[config.mk]
export PLATFORM = sky130hd
export DESIGN_NAME = instr_fetch_unit_flat
export DESIGN_NICKNAME = d
export VERILOG_FILES = /design/src/rtl/instr_fetch_unit_if.sv /design/src/rtl/instr_fetch_unit.sv /design/src/flat_wrapper.sv
export SDC_FILE = /design/constraint.sdc
export NUM_CORES = 1
export LEC_CHECK = 0
export CORE_MARGIN = 2
export CORE_UTILIZATION = 30
export DETAILED_ROUTE_END_ITERATION = 10
export PLACE_DENSITY = 0.6
export SKIP_LAST_GASP = 1
export SYNTH_ARGS = -nofsm -noshare
export SYNTH_HDL_FRONTEND = slang
export SYNTH_SLANG_ARGS = --single-unit
[constraint.sdc]
create_clock -name clk -period 3.35 [get_ports clk]
set_input_delay 0.8375 -clock clk [delete_from_list [all_inputs] [get_ports clk]]
set_output_delay 0.8375 -clock clk [all_outputs]
set_load 0.02 [all_outputs]
[src/rtl/instr_fetch_unit_if.sv]
// Fetch-unit bundle: redirect input, imem request/response channels, decode output.
// master = fetch unit side, slave = environment (imem + decode + branch unit).
interface instr_fetch_unit_if;
  logic        redirect_valid;
  logic [15:0] redirect_pc;
  logic        imem_req_valid;
  logic        imem_req_ready;
  logic [15:0] imem_req_addr;
  logic        imem_rsp_valid;
  logic [15:0] imem_rsp_data;
  logic        instr_valid;
  logic        instr_ready;
  logic [15:0] instr;
  logic [15:0] instr_pc;

  modport master (
    input  redirect_valid, redirect_pc, imem_req_ready, imem_rsp_valid, imem_rsp_data, instr_ready,
    output imem_req_valid, imem_req_addr, instr_valid, instr, instr_pc
  );
  modport slave (
    output redirect_valid, redirect_pc, imem_req_ready, imem_rsp_valid, imem_rsp_data, instr_ready,
    input  imem_req_valid, imem_req_addr, instr_valid, instr, instr_pc
  );
endinterface

[src/rtl/instr_fetch_unit.sv]
// Sequential-PC fetch stage with credit-limited prefetch FIFO and redirect/flush.
// Define FETCH_PERF_EN to add the stall_cycles counter output.
module instr_fetch_unit #(
  parameter int          DEPTH    = 4,
  parameter logic [15:0] RESET_PC = 16'h0000
) (
  input  logic                 clk,
  input  logic                 rst,
  instr_fetch_unit_if.master   bus
`ifdef FETCH_PERF_EN
  ,
  output logic [15:0]          stall_cycles
`endif
);
  localparam int AW = $clog2(DEPTH);
  localparam int CW = AW + 1;

  typedef struct packed {
    logic [15:0] pc;
    logic [15:0] ins;
  } entry_t;

  entry_t        r_fifo [DEPTH];
  logic [CW-1:0] r_wptr, r_rptr, r_inflight, r_drop_cnt;
  logic [15:0]   r_fetch_pc, r_rsp_pc;

  logic [CW-1:0] w_count;
  logic [CW:0]   w_credit;
  logic          w_req_valid, w_req_fire, w_rsp_ok, w_push, w_pop;
  logic [15:0]   w_redir_pc;
  entry_t        w_head;

  assign w_count     = r_wptr - r_rptr;
  // Outstanding requests plus buffered words can never exceed the FIFO size,
  // so every response always has a slot waiting for it.
  assign w_credit    = {1'b0, r_inflight} + {1'b0, w_count};
  assign w_req_valid = !rst && !bus.redirect_valid && (w_credit < (CW+1)'(DEPTH));
  assign w_req_fire  = w_req_valid && bus.imem_req_ready;
  assign w_rsp_ok    = bus.imem_rsp_valid && (r_inflight != '0);
  assign w_push      = w_rsp_ok && (r_drop_cnt == '0);
  assign w_pop       = bus.instr_valid && bus.instr_ready;
  assign w_redir_pc  = {bus.redirect_pc[15:1], 1'b0};
  assign w_head      = r_fifo[r_rptr[AW-1:0]];

  assign bus.imem_req_valid = w_req_valid;
  assign bus.imem_req_addr  = r_fetch_pc;
  assign bus.instr_valid    = !rst && (w_count != '0);
  assign bus.instr          = w_head.ins;
  assign bus.instr_pc       = w_head.pc;

  always_ff @(posedge clk) begin
    if (rst) begin
      r_fetch_pc <= RESET_PC;
      r_rsp_pc   <= RESET_PC;
      r_inflight <= '0;
      r_drop_cnt <= '0;
      r_wptr     <= '0;
      r_rptr     <= '0;
    end else if (bus.redirect_valid) begin
      // Everything still in flight belongs to the old path; a response landing
      // this cycle is already accounted for and simply dropped.
      r_fetch_pc <= w_redir_pc;
      r_rsp_pc   <= w_redir_pc;
      r_rptr     <= r_wptr;
      r_inflight <= r_inflight - CW'(w_rsp_ok);
      r_drop_cnt <= r_inflight - CW'(w_rsp_ok);
    end else begin
      r_inflight <= r_inflight + CW'(w_req_fire) - CW'(w_rsp_ok);
      if (w_req_fire) r_fetch_pc <= r_fetch_pc + 16'd2;
      if (w_rsp_ok && (r_drop_cnt != '0)) r_drop_cnt <= r_drop_cnt - 1'b1;
      if (w_push) begin
        r_wptr   <= r_wptr + 1'b1;
        r_rsp_pc <= r_rsp_pc + 16'd2;
      end
      if (w_pop) r_rptr <= r_rptr + 1'b1;
    end
  end

  always_ff @(posedge clk) begin
    if (!rst && !bus.redirect_valid && w_push)
      r_fifo[r_wptr[AW-1:0]] <= '{pc: r_rsp_pc, ins: bus.imem_rsp_data};
  end

`ifdef FETCH_PERF_EN
  logic [15:0] r_stall_cycles;

  always_ff @(posedge clk) begin
    if (rst)
      r_stall_cycles <= '0;
    else if (bus.instr_ready && !bus.instr_valid && (r_stall_cycles != 16'hFFFF))
      r_stall_cycles <= r_stall_cycles + 16'd1;
  end

  assign stall_cycles = r_stall_cycles;
`endif
endmodule

[src/flat_wrapper.sv]
// flat-port wrapper written by rule: the top's interface ports become plain ports
module instr_fetch_unit_flat 
#(
  parameter int          DEPTH    = 4,
  parameter logic [15:0] RESET_PC = 16'h0000
)
  (clk, rst, bus_redirect_valid, bus_redirect_pc, bus_imem_req_ready, bus_imem_rsp_valid, bus_imem_rsp_data, bus_instr_ready, bus_imem_req_valid, bus_imem_req_addr, bus_instr_valid, bus_instr, bus_instr_pc);
  instr_fetch_unit_if bus_i ();
  input  logic clk;
  input  logic rst;
  input wire logic [$bits(bus_i.redirect_valid)-1:0] bus_redirect_valid;
  input wire logic [$bits(bus_i.redirect_pc)-1:0] bus_redirect_pc;
  input wire logic [$bits(bus_i.imem_req_ready)-1:0] bus_imem_req_ready;
  input wire logic [$bits(bus_i.imem_rsp_valid)-1:0] bus_imem_rsp_valid;
  input wire logic [$bits(bus_i.imem_rsp_data)-1:0] bus_imem_rsp_data;
  input wire logic [$bits(bus_i.instr_ready)-1:0] bus_instr_ready;
  output wire logic [$bits(bus_i.imem_req_valid)-1:0] bus_imem_req_valid;
  output wire logic [$bits(bus_i.imem_req_addr)-1:0] bus_imem_req_addr;
  output wire logic [$bits(bus_i.instr_valid)-1:0] bus_instr_valid;
  output wire logic [$bits(bus_i.instr)-1:0] bus_instr;
  output wire logic [$bits(bus_i.instr_pc)-1:0] bus_instr_pc;
  assign bus_i.redirect_valid = bus_redirect_valid;
  assign bus_i.redirect_pc = bus_redirect_pc;
  assign bus_i.imem_req_ready = bus_imem_req_ready;
  assign bus_i.imem_rsp_valid = bus_imem_rsp_valid;
  assign bus_i.imem_rsp_data = bus_imem_rsp_data;
  assign bus_i.instr_ready = bus_instr_ready;
  assign bus_imem_req_valid = bus_i.imem_req_valid;
  assign bus_imem_req_addr = bus_i.imem_req_addr;
  assign bus_instr_valid = bus_i.instr_valid;
  assign bus_instr = bus_i.instr;
  assign bus_instr_pc = bus_i.instr_pc;
  instr_fetch_unit #(.DEPTH(DEPTH), .RESET_PC(RESET_PC)) u_core (.clk(clk), .rst(rst), .bus(bus_i));
endmodule
After elaboration in Yosys (flattened, before gate mapping)
Memory sizes are Yosys's and may differ from the RTL's. A register that Yosys moved wholly into a read port is not among the register bits. Cells that the tools add are included. Widths: inputs -> output; s select.

Output and inout bits: 50. Memory bits (writable): 128. Register bits after elaboration: 44. Bits of input ports: 38. Memories kept: 1.

Memories: u_core.r_fifo (depth 4, bits a word 32, rd ports 1, clocked after memory_dff 1, write ports 1, RTL line instr_fetch_unit.sv:23) `entry_t r_fifo [DEPTH];`.

Multiplexer cells: 13. Bitwise gates (word level): 1. Reductions and logical operators: 21. Add/sub/neg operators: 10. Order comparisons: 1.

Operator list (count): $mux 16 (4); $add 16x2->16 const B (2); $mux 3 (5); $logic_and 1x1->1 (9); $reduce_bool 3->1 (3); $reduce_bool 2->1 (4); $add 3x1->3 const B (2); $sub 3x1->3 (2); $add 3x3->4 (1); $lt 4x3->1 const B (1); $mux 2 (2); $add 3x1->3 (1); $logic_not 3->1 (1); $sub 3x1->3 const B (1); $sub 3x3->3 (1); $logic_not 1->1 (2); $mux 1 (2); $reduce_and 2->1 (1); $reduce_or 2->1 (1); $not 1->1 (1).

Logic depth before layout (Yosys ltp)
Gate-level depths: netlist of run 1.

Depth in word-level cells: 8. Gate-level depth with buffers: 16. Mapped depth without buffers: 15.

Least setup slack after synthesis of run 1
OpenSTA, ideal clock, no wires.

Path type: reg-to-reg. From: register u_core.r_wptr[0]. To: register u_core.r_inflight[2]. Path slack: 0.147 ns. Buffers on the path: 1. Arrival: 3.076 ns. Cell stages (with the launch flop): 17. Data required time: 3.222 ns. Cell sequence: dfxtp_1 inv_1 ha_1 inv_1 fa_1 xnor3_1 ha_1 nor4_4 nand4_1 inv_2 buf_2 ha_1 fa_1 xor2_1 o21ai_0 xnor2_1 nor2_1.

Word-level cells in the longest chain between the ends: 8.

RTL lines: from (decl) (RTL line instr_fetch_unit.sv:24) `logic [CW-1:0] r_wptr, r_rptr, r_inflight, r_drop_cnt;`; from (signal assigned) (RTL line instr_fetch_unit.sv:72) `r_wptr <= r_wptr + 1'b1;`; $sub 3x3->3 (RTL line instr_fetch_unit.sv:33) `assign w_count = r_wptr - r_rptr;`; $add 3x3->4 (RTL line instr_fetch_unit.sv:36) `assign w_credit = {1'b0, r_inflight} + {1'b0, w_count};`; $lt 4x3->1 (RTL line instr_fetch_unit.sv:37) `assign w_req_valid = !rst && !bus.redirect_valid && (w_credit < (CW+1)'(DEPTH));`; $logic_and 1x1->1 (RTL line instr_fetch_unit.sv:37); $logic_and 1x1->1 (RTL line instr_fetch_unit.sv:38) `assign w_req_fire = w_req_valid && bus.imem_req_ready;`; $add 3x1->3 (RTL line instr_fetch_unit.sv:68) `r_inflight <= r_inflight + CW'(w_req_fire) - CW'(w_rsp_ok);`; $sub 3x1->3 (RTL line instr_fetch_unit.sv:68); $mux 3 (RTL line instr_fetch_unit.sv:59) `end else if (bus.redirect_valid) begin`; to (signal assigned) (RTL line instr_fetch_unit.sv:65) `r_inflight <= r_inflight - CW'(w_rsp_ok);`; to (signal assigned) (RTL line instr_fetch_unit.sv:68); to (decl) (RTL line instr_fetch_unit.sv:24).

Every way passes these cells. A chain may end at the register's enable or synchronous reset.

Worst setup path after layout of run 1
From: register u_core.r_wptr[0]. To: output port bus_imem_req_valid.

Word-level cells in the longest chain between the ends: 4.

RTL lines: $sub 3x3->3 (RTL line instr_fetch_unit.sv:33); $add 3x3->4 (RTL line instr_fetch_unit.sv:36); $lt 4x3->1 (RTL line instr_fetch_unit.sv:37); $logic_and 1x1->1 (RTL line instr_fetch_unit.sv:37); to (decl) (RTL line flat_wrapper.sv:17) `output wire logic [$bits(bus_i.imem_req_valid)-1:0] bus_imem_req_valid;`.

Every way passes these cells.

==> results.txt, run 1 <==
----------------------------------------------------
[Run status]
  Run status ... finished clean

[Drt]
  Number of iterations in the first detailed-routing pass ... 5
  WL per Instance ... 16.7 um
  Number of DRC markers in iteration 0 ... 232
  DRC violations left ... 0
  Number of vias per cell ... 4.85
  Count of vias placed by the detailed router ... 4332
  Post-detailed-route count of antenna-violating nets ... 0
  Overall routed net length ... 14900 um

[Finish]
  Antenna cells ... 0
  Post-route design area ... 9040 um^2
  Share of layout cells above drive strength 1 ... 0.181
  Area added between synthesis and finish ... 27.7%
  Net count, final ... 617
  Finished Layout Cells ... 893

[Floorplan]
  Initial cell density of the core ... 0.303
  Chip height ... 158 um
  Placeable Area ... 23300 um^2
  Width of the die ... 158 um
  Area of the die ... 24800 um^2
  I/O pin cnt ... 88
  Core Rows ... 56

[Pwr]
  Maximum VDD drop ... 0.260 mV
  Clock network fraction of total power ... 0.358
  Combinational power share ... 0.187
  Switching power ... 1.45 mW
  Static power due to leakage ... 2.96 nW
  Cell Pwr Density ... 588 nW/um^2
  Relative contribution of sequential cells to total power ... 0.455
  Pint ... 3.86 mW
  Power after layout ... 5.31 mW
  Net Sw Frac ... 0.274

[Placement]
  Inst Count DP ... 860
  Count of input and output buffers ... 84
  Routability congestion estimate from global placement ... 0.802
  Placed inst area ... 8420 um^2
  HPWL after detailed placement ... 9800 um

[Flow run]
  Max-capacitance violation count ... 0

[Clock tree]
  Number of buffers created by CTS ... 17
  Hold-fix buffers at CTS ... 0
  Clock sink total ... 168
  Clock transition at path regs ... 0.06 ns
  CTS tree ... yes
  Clock Path Buffers ... 2
  Library cell used as clock root buffer ... clkbuf_16
  Clk Latency, worst-skew pair ... 0.42 ns
  Max H-tree Level ... 4

[Critical path]
  Critical-path maximum fanout ... 2
  Worst r2r path cells ... 17
  Startpoint type of the worst setup path ... flop
  Type of element capturing the critical path ... primary output
  Start-to-end type of the worst setup path ... reg -> out
  Data required time at the worst endpoint ... 2.51 ns
  WP data arrival ... 2.42 ns

[Timing]
  Final worst path period need ... 3.26 ns
  Clock tree skew after final layout ... 0.00868 ns
  Hold Fails Final Rpt ... 0
  RSZ-0062 raised after global routing ... true
  Achievable clock frequency ... 307 MHz
  Total count of max-transition violations in the final report ... 0
  Final setup violation count ... 0
  Period Utilization, post-route ... 0.972

[Synth]
  Top post-synthesis cells by area ... edfxtp_1, dfxtp_1, mux4_2, ha_1, xnor2_1
  Proportion of synthesized flip-flops having asynchronous set or reset ... 0
  Yosys Warn Count ... 0
  Number of flops mapped to enable cells by yosys ... 124
  Mean area per synthesized cell ... 15.4 um^2
  Distinct cell type count of the synthesized netlist ... 60
  Seq/Total Area, Yosys ... 0.651
  Main synth FF type ... edfxtp_1
  Flops & latches, synth ... 168
  Area fraction of the dominant cell type after synthesis ... 0.526
  Post-synthesis instance area ... 7080 um^2
  Number of cells produced by synthesis ... 460
  Cell type with the largest total area after synthesis ... edfxtp_1

[Min path]
  Hold Path Depth ... 2
  Min-delay worst type ... reg -> reg

[Global route]
  Number of global-route vias before repair ... 4443
  Pin count of the biggest net entering global routing ... 32
  Antenna violations before repair ... 0
  Global-route usage over all layers ... 0.127
  First-pass GRT wire length ... 24100 um
  Congestion Overflow GR ... 0

----------------------------------------------------
power groups by stage:
stage                     clock network [mW]  logic [mW]  registers (mW)
after global placement                     0       0.965            2.45
after detailed placement                   0       0.987            2.46
after global routing                    2.05        1.10            2.43
after floorplan                            0       0.613            2.45
after CTS                               1.96        1.01            2.42
final                                   1.90       0.991            2.42
cell usage in the layout (no fill, tap or decap), drive strengths merged, types with 10 or more instances in the layout:
cell,netlist,layout
inv,18,25
edfxtp,124,124
clkdlybuf4s50,0,82
nand2,15,15
o21ai,13,13
mux4,31,31
buf,12,23
dfxtp,44,44
nor2,20,20
nand3,10,10
clkbuf,13,17
ha,16,16
worst max-delay path, stage by stage (launching register included):
cell and delay [ns]:
dfxtp_2 0.32, inv_2 0.05, ha_1 0.13, inv_1 0.05
fa_2 0.33, xnor3_2 0.26, ha_4 0.18, nor4_4 0.32
nand3_2 0.16, inv_2 0.08, buf_6 0.11
routing by layer:
layer,global-route usage,part of all wire
met1,0.176,0.48
met2,0.197,0.46
met3,0.0304,0.058
met4,0.0394,0.0076
met5,0,0
cell families after synthesis:
| kind of cell | after synthesis | share of synthesized area |
|---|---|---|
| AO/OA/AOI/OAI | 77 | 0.0759 |
| XOR/XNOR | 16 | 0.0218 |
| adder cells (fa/ha/maj) | 18 | 0.0340 |
| buffers and inverters | 43 | 0.0260 |
| flip-flops | 168 | 0.651 |
| multiplexers | 36 | 0.106 |
| other | 1 | 0.000530 |
| AND/OR/NAND/NOR | 101 | 0.0854 |
cell usage after synthesis (7+ instances only):
cell,n
a211oi_1,9
a21oi_1,8
a31oi_1,9
clkbuf_1,13
dfxtp_1,44
edfxtp_1,124
ha_1,16
inv_1,17
mux4_2,31
nand2_1,15
nand3_1,8
nand4_1,9
nor2_1,20
o21ai_0,12
o31a_1,7
o31ai_1,7
xnor2_1,9
flip-flops by register name, summed over array words and instances (netlist names), named ones only:
register                  cells
u_core.r_fifo               124
u_core.bus.imem_req_addr     15
u_core.r_inflight             3
u_core.r_rsp_pc              15
u_core.r_wptr                 3
u_core.r_drop_cnt             3
u_core.r_rptr                 3
area by class of cell:
type	instances	area (um^2)
sequential	168	4610
clock inverter	15	159
timing repair buffer	106	1070
tap	319	399
inverter	18	67.6
multi-input combinational	250	2310
clock buffer	17	425
fill	2154	14300
stage by stage:
| stage | setup TNS, ns | utilization | hold WS [ns] | worst slack (ns) |
|---|---|---|---|---|
| after floorplan | 0 | - | 0.474 | 0.147 |
| after global placement | -0.0255 | 0.361 | 0.493 | -0.0255 |
| after detailed placement | -0.0539 | 0.361 | 0.509 | -0.0539 |
| after CTS | -0.00232 | 0.387 | 0.522 | -0.00232 |
| after global routing | -0.0307 | 0.387 | 0.546 | -0.0307 |
| final | 0 | 0.387 | 0.525 | 0.0932 |
repair_timing:
| action | CTS | global route |
|---|---|---|
| endpoints found under the setup margin | 2 | 2 |
| pin swaps | 2 | 1 |
| gates resized for setup | 11 | 2 |
| buffers inserted | 1 | 0 |
path summary, 6_finish.rpt:
kind,startpoint,to,slack (ns)
setup / recovery,u_core.r_wptr[0]$_SDFFE_PP0P_,bus_imem_req_valid,0.09
hold / removal,u_core.bus.imem_req_addr[2]$_SDFFE_PP0P_,u_core.bus.imem_req_addr[2]$_SDFFE_PP0P_,0.53
setup reg to reg,u_core.r_wptr[0]$_SDFFE_PP0P_,u_core.r_inflight[2]$_SDFF_PP0_,0.15
hold reg to reg,u_core.bus.imem_req_addr[2]$_SDFFE_PP0P_,u_core.bus.imem_req_addr[2]$_SDFFE_PP0P_,0.53
No activity file was read; power rests on OpenSTA's default activity.
==> inputs of run 2 (changes only) <==
- CTS_CLUSTER_DIAMETER: default -> 200
==> results of run 2 <==
The final DEF is identical to that of run 1; final timing and power are the same.
